**config.mk**
```make
export PLATFORM = sky130hd
export DESIGN_NAME = pc_predict
export DESIGN_NICKNAME = d
export VERILOG_FILES = /design/src/rtl/pc_predict.sv
export SDC_FILE = /design/constraint.sdc
export NUM_CORES = 2
export LEC_CHECK = 0
export ABC_CLOCK_PERIOD_IN_PS = 11300
export CAP_MARGIN = 40
export CELL_PAD_IN_SITES_DETAIL_PLACEMENT = 1
export CELL_PAD_IN_SITES_GLOBAL_PLACEMENT = 2
export CORE_MARGIN = 1
export CORE_UTILIZATION = 25
export DETAILED_ROUTE_END_ITERATION = 16
export PLACE_DENSITY_LB_ADDON = 0.2
export RECOVER_POWER = 25
export SLEW_MARGIN = 25
export SYNTH_ARGS = -nofsm -noshare
export SYNTH_HDL_FRONTEND = slang
export SYNTH_SLANG_ARGS = --single-unit
```
**constraint.sdc**
```tcl
create_clock -name clk -period 11.3 [get_ports clk]
set_input_delay 2.26 -clock clk [delete_from_list [all_inputs] [get_ports clk]]
set_output_delay 2.26 -clock clk [all_outputs]
set_load 0.01 [all_outputs]
```
**src/rtl/pc_predict.sv**
```systemverilog
// Fetch PC register with a direct-mapped branch target buffer.
// Each entry holds a 2-bit direction counter; predictions are read before the same cycle's training write.
module pc_predict #(
    parameter int unsigned     XLEN      = 32,
    parameter logic [XLEN-1:0] RESET_PC  = '0,
    parameter int unsigned     BTB_DEPTH = 16
) (
    input  logic            clk,
    input  logic            reset,
    input  logic            pc_write,
    input  logic            redirect_valid,
    input  logic [XLEN-1:0] redirect_pc,
    input  logic            update_valid,
    input  logic [XLEN-1:0] update_pc,
    input  logic [XLEN-1:0] update_target,
    input  logic            update_taken,
    output logic [XLEN-1:0] current_pc,
    output logic            pred_taken,
    output logic [XLEN-1:0] pred_next_pc
);

    localparam int unsigned IDX   = $clog2(BTB_DEPTH);
    localparam int unsigned TAG_W = XLEN - IDX - 2;

    logic [XLEN-1:0]      pc_q, pc_d;
    logic [BTB_DEPTH-1:0] valid_q, valid_d;
    logic [TAG_W-1:0]     tag_q [BTB_DEPTH];
    logic [TAG_W-1:0]     tag_d [BTB_DEPTH];
    logic [XLEN-1:0]      tgt_q [BTB_DEPTH];
    logic [XLEN-1:0]      tgt_d [BTB_DEPTH];
    logic [1:0]           ctr_q [BTB_DEPTH];
    logic [1:0]           ctr_d [BTB_DEPTH];

    logic [IDX-1:0]   lk_idx, up_idx;
    logic [TAG_W-1:0] lk_tag, up_tag;
    logic             lk_hit, up_hit;
    logic [1:0]       unused_upd_lsb;

    assign lk_idx         = pc_q[IDX+1:2];
    assign lk_tag         = pc_q[XLEN-1:IDX+2];
    assign up_idx         = update_pc[IDX+1:2];
    assign up_tag         = update_pc[XLEN-1:IDX+2];
    assign unused_upd_lsb = update_pc[1:0];

    // Lookup on the registered fetch PC only
    always_comb begin
        lk_hit       = valid_q[lk_idx] && (tag_q[lk_idx] == lk_tag);
        pred_taken   = lk_hit && ctr_q[lk_idx][1];
        pred_next_pc = pred_taken ? tgt_q[lk_idx] : pc_q + XLEN'(4);
    end

    assign current_pc = pc_q;

    // Next fetch PC: redirect wins over a normal advance
    always_comb begin
        pc_d = pc_q;
        if (redirect_valid) begin
            pc_d = redirect_pc;
        end else if (pc_write) begin
            pc_d = pred_next_pc;
        end
    end

    // Training of the entry addressed by the resolved instruction
    always_comb begin
        valid_d = valid_q;
        tag_d   = tag_q;
        tgt_d   = tgt_q;
        ctr_d   = ctr_q;
        up_hit  = valid_q[up_idx] && (tag_q[up_idx] == up_tag);
        if (update_valid) begin
            if (up_hit) begin
                if (update_taken) begin
                    tgt_d[up_idx] = update_target;
                    if (ctr_q[up_idx] != 2'b11) begin
                        ctr_d[up_idx] = ctr_q[up_idx] + 2'd1;
                    end
                end else if (ctr_q[up_idx] != 2'b00) begin
                    ctr_d[up_idx] = ctr_q[up_idx] - 2'd1;
                end
            end else if (update_taken) begin
                valid_d[up_idx] = 1'b1;
                tag_d[up_idx]   = up_tag;
                tgt_d[up_idx]   = update_target;
                ctr_d[up_idx]   = 2'b10;
            end
        end
    end

    always_ff @(posedge clk) begin
        if (!reset) begin
            pc_q    <= RESET_PC;
            valid_q <= '0;
            tag_q   <= '{default: '0};
            tgt_q   <= '{default: '0};
            ctr_q   <= '{default: 2'b01};
        end else begin
            pc_q    <= pc_d;
            valid_q <= valid_d;
            tag_q   <= tag_d;
            tgt_q   <= tgt_d;
            ctr_q   <= ctr_d;
        end
    end

endmodule

```
Word level (Yosys, flattened, before mapping):

Cells that the tools add are included.
Widths: inputs -> output; s select.

* register bits after elaboration: 1008
* output and inout port bits: 65
* word-level logic and storage cells: 121

* add/subtract/negate cells: 3
* magnitude comparators: 6
* eq/ne operators: 4
* muxes and demuxes: 39
* bitwise logic cells: 7
* reductions and logical operators: 12

Operator list (number)
* $bwmux 512: 1
* $bwmux 416: 1
* $mux 32: 11
* $bmux 26 s4: 2
* $mux 26: 5
* $bmux 32 s4: 1
* $demux 32 s4: 1
* $demux 26 s4: 1
* $bwmux 32: 2
* $eq 26x26->1: 2
* $add 32x3->32 const B: 1
* $or 16x16->16: 2
* $and 16x16->16: 1
* $bmux 2 s4: 2
* $not 16->16: 1
* $ge 5x5->1 const B: 2
* $lt 4x5->1 const B: 2
* $mux 2: 5
* $not 4->5: 2
* $bmux 1 s4: 2
* $demux 2 s4: 1
* $reduce_bool 2->1: 4
* $logic_and 1x1->1: 5
* $lt 5x1->1 const B: 1
* other kinds (11): 13

Logic depth before layout (Yosys ltp):

* depth after elaboration: 10
* depth in mapped cells: 17
* gate-level depth less buffers: 9

Worst setup path after synthesis:

Ideal clock, no wire load.

* path kind: input to register
* start: in update_pc[2]
* end: reg ctr_q[29] in the netlist's numbering
* library setup time: 125 ps
* arrival time: 5885 ps
* required time: 11175 ps
* slack: 5290 ps
* cell stages on the path: 15
* cells stage by stage: buf_2 buf_4 buf_4 buf_4 buf_2 buf_1 mux4_2 mux4_2 inv_1 ha_1 nor3b_1 nand4b_1 a2bb2oi_1 buf_2 o22ai_1

* word-level cells in the longest chain between the ends: 9
* elaborated cells on any way between the ends: 32
* classes of those cells: add/sub: 2; order compare: 2; eq/ne: 3; mux: 17; bitwise: 2; reduce/logical: 6

RTL lines
* from (decl): RTL line 14 `input logic [XLEN-1:0] update_pc,`
* $not 4->5 (not written as such)
* $bmux 2 s4 (tied with other cells)
* $mux 2 (not written as such) or $logic_and 1x1->1 (tied branches)
* $mux 2, on equally long branches
* $sub 2x1->2 (tied with other cells): RTL line 79 `ctr_d[up_idx] = ctr_q[up_idx] - 2'd1;`
* $bwmux 32, on equally long branches: RTL line 79, 76
* $mux 32, on equally long branches: RTL line 78, 75
* $mux 32: RTL line 73 `if (update_taken) begin`
* $mux 32: RTL line 72 `if (up_hit) begin`
* to (signal assigned): RTL line 102 `ctr_q <= ctr_d;`
* to (decl): RTL line 31 `logic [1:0] ctr_q [BTB_DEPTH];`

Parallel ways exist; a longest one is shown, timed or not. The select of a mux whose other input is x is not followed.
A chain may end at the register's enable or synchronous reset.

Final worst setup path:

* start: in update_pc[2]
* end: reg tag_q[43] in the netlist's numbering

* word-level cells in the longest chain between the ends: 8
* elaborated cells on any way between the ends: 16
* classes of those cells: order compare: 2; eq/ne: 1; mux: 8; bitwise: 2; reduce/logical: 3

RTL lines
* $not 4->5 (not written as such): RTL line 70, 83
* $bmux 26 s4: RTL line 70 `up_hit = valid_q[up_idx] && (tag_q[up_idx] == up_tag);`
* $mux 26 (not written as such) (2 in a row): RTL line 70
* $eq 26x26->1: RTL line 70
* $logic_and 1x1->1: RTL line 70
* $not 1->1 (no line)
* $reduce_and 3->1 (no line)
* to (signal assigned): RTL line 100 `tag_q <= tag_d;`
* to (decl): RTL line 27 `logic [TAG_W-1:0] tag_q [BTB_DEPTH];`

Parallel ways exist; a longest one is shown, timed or not. The select of a mux whose other input is x is not followed.

==> flow_metrics.tcl <==
set metrics [dict create \
    synth_cells 5116 \
    drc 0 \
    layout_worst_path_cycle_share_pct 80.9 \
    power_density_nw_per_um2 141 \
    drive_above_1_share_pct 15.4 \
    dp_cells 7559 \
    status "finished with violations" \
    yosys.area_share.simple_pct 14.8 \
    drtIter0Drc 2087 \
    final_antenna_net_count 0 \
    synthFlopType "dfxtp_1" \
    critPathArrivalTime_ps 9740 \
    clock_skew_ps 29.9 \
    finalHoldViolCount 0 \
    final_util_pct 29.4 \
    cts_hold_buffers 0 \
    fin_nets 5134 \
    vias_per_cell 4.99 \
    synth_top_family_by_area "multiplexers" \
    grt.total_usage_pct 20.8 \
    grt_pass1_vias 40808 \
    ys_top_cells_by_area "dfxtp_1, mux4_2, nand2_1" \
    post-cts-setup-buffers 0 \
    grt_max_degree 232 \
    antenna_found_initial 14 \
    regToRegEndpoint "current_pc[3]$_SDFFE_PN0P_" \
    insertion_delay_ps 770 \
    grt_pass1_wl_mm 309 \
    r2r-start "current_pc[5]$_SDFFE_PN0P_" \
    hold_class "flip-flop to flip-flop" \
    maxCapViolations 12 \
    peakVddDrop_uv 116 \
    worstHoldStart "tgt_q[256]$_SDFFE_PN0P_" \
    worst_slew_pin_slew_ps 3590 \
    r2r_setup_slack_ps 5710 \
    dpl_worst_slack_ps 3400 \
    cts-root-buf "clkbuf_16" \
    cts_buffers 120 \
    first_pass_iters 5 \
    final_max_slew_viol_count 376 \
    syn2layout_area_growth_pct 16.4 \
    synth_xor_area_share_pct 1.49 \
    floorplan.initialDensity_pct 25.3 \
    failed_checks "capacitance limit, slew limit" \
    setup_viol 0 \
    synthArstFlopShare_pct 0 \
    die-area_sq_um 204000 \
    synth-compound-area-share_pct 11.0 \
    grt.overflow.total 0 \
    syn_area_per_cell_sq_um 9.89 \
    ios 167 \
    clock.fmax_mhz 109 \
    reg2reg_depth 11 \
    whs_endpoint "tgt_q[256]$_SDFFE_PN0P_" \
    port_buffers 164 \
    htreeDepth 3 \
    synth_top_area_cell "dfxtp_1" \
    final.min_clock_period_ps 9140 \
    syn_nets 5221 \
    synth-adder-area-share_pct 0.0742 \
    synth_most_common_cell "nand2_1" \
    cts_resized 0 \
    routabilityCongestion 0.755 \
    required_ps 11900 \
    synth_edf_count 0 \
    cts_tree "yes" \
    num_vias 38859 \
    core_sq_um 200000 \
    tns_ps 0 \
    syn-cell-area_sq_um 50600 \
    yosysWarningCount 0 \
    rows 164 \
    rsz0062_at_grt "false" \
    cp-end-kind "flip-flop" \
    wl_mm 214 \
    slew_headroom_pct -139 \
    clkTransAtPathRegs_ps 60 \
    worst_slack_ps 2160 \
    die_w_um 452 \
    critPathLaunchType "input port" \
    dp_hpwl_mm 128 \
    wl_per_cell_um 27.4 \
    yosys-mux-area-fraction_pct 27.9 \
    criticalPathCategory "input port to flip-flop" \
    synth_common_cells "nand2_1, dfxtp_1, a21boi_0" \
    p_leak_nw 18.7 \
    synth_top_area_share_pct 39.9 \
    cp_max_fo 34 \
    hold_depth 2 \
    finalNonFillerCells 7788 \
    cp-startpoint "update_pc[2]" \
    clk_path_buf_depth 3 \
    clkSinkCount 1008 \
    die_y_um 452 \
    seq_area_frac_synth_pct 39.9 \
    ys_ff_latch 1008 \
    ys_types 74 \
]
## worst max-delay path, cell delays in order
cell      delay, ps
buf_6           300
clkbuf_1       1550
clkbuf_1       1700
nor2b_1          90
clkbuf_1        370
nand4_1         190
clkbuf_1       2520
nor2_8         -100
buf_4           340
buf_16          220
mux2i_1         160
## registers in the layout (all words and copies together) (netlist names)
signal / count
current_pc: 32
tag_q: 416
valid_q: 16
ctr_q: 32
tgt_q: 512
## cell families after synthesis
kind of cell	count (synthesis)
compound gates	744
xor+xnor	86
fa+ha+maj	3
buf+inv	532
flops	1008
mux	922
simple gates	1821
## layout by cell type (no fill, tap or decap), types with 11 or more instances in the layout
cell and n:
nand2_1 1558, dfxtp_1 1005, a21boi_0 513, mux2i_1 507, mux4_2 383, clkdlybuf4s50_1 132
clkbuf_16 122, buf_4 76, xnor2_1 70, nand3_1 52, clkbuf_1 49, nor3_1 44
o22ai_1 39, o21ai_0 38, nor2_1 28, inv_1 28, dlygate4sd3_1 27, clkbuf_8 26
clkinv_2 23, a21oi_1 22, nor2_4 22, buf_12 21, o21a_1 20, nand4_1 20
a31o_1 20, mux2_4 19, xor2_1 16, a31oi_1 14, mux2_2 12, and3_1 12
buf_16 11
## per-stage QoR
step                      area (sq um)  hold WS, ps  power (mW)
after floorplan                  50600          440        4.13
after global placement           54300          449        4.44
after detailed placement         54900          456        4.44
after CTS                        58800          464        8.46
after global routing             58800          480        8.64
final                            58800          461        8.32
## worst max path at each step
stage                                   end  slack (ps)
CTS                        pred_next_pc[18]        2770
floorplan            ctr_q[29]$_SDFFE_PN0P_        5290
finish               tag_q[43]$_SDFFE_PN0P_        2160
global route         tag_q[50]$_SDFFE_PN0P_        1710
global placement            pred_next_pc[5]        3010
detailed placement  tag_q[397]$_SDFFE_PN0P_        3400
## layout make-up
| class | count | area [sq um] |
|---|---|---|
| fillers | 22583 | 141000 |
| diodes | 4 | 10.0 |
| flip-flops and latches | 1008 | 20200 |
| clock buffers | 182 | 3530 |
| inverters | 33 | 126 |
| multi-input cells | 3576 | 28200 |
| repair buffers | 290 | 3030 |
| clock inverters | 39 | 410 |
| well taps | 2656 | 3320 |
## per-layer routing
metal	track usage [%]	share of wire (%)	vias up
met2	36.0	49	580
met3	2.61	2.9	277
li1	-	-	17753
met5	0	0.018	-
met4	5.92	3.0	6
met1	26.9	45	20243
## power by group
part | switching [mW] | total [mW] | leakage [nW] | internal, mW
Combinational | 0.441 | 0.707 | 8.58 | 0.266
Clock | 1.69 | 3.97 | 1.95 | 2.28
Sequential | 0.0562 | 3.64 | 8.13 | 3.59
No activity file was read; power rests on OpenSTA's default activity.
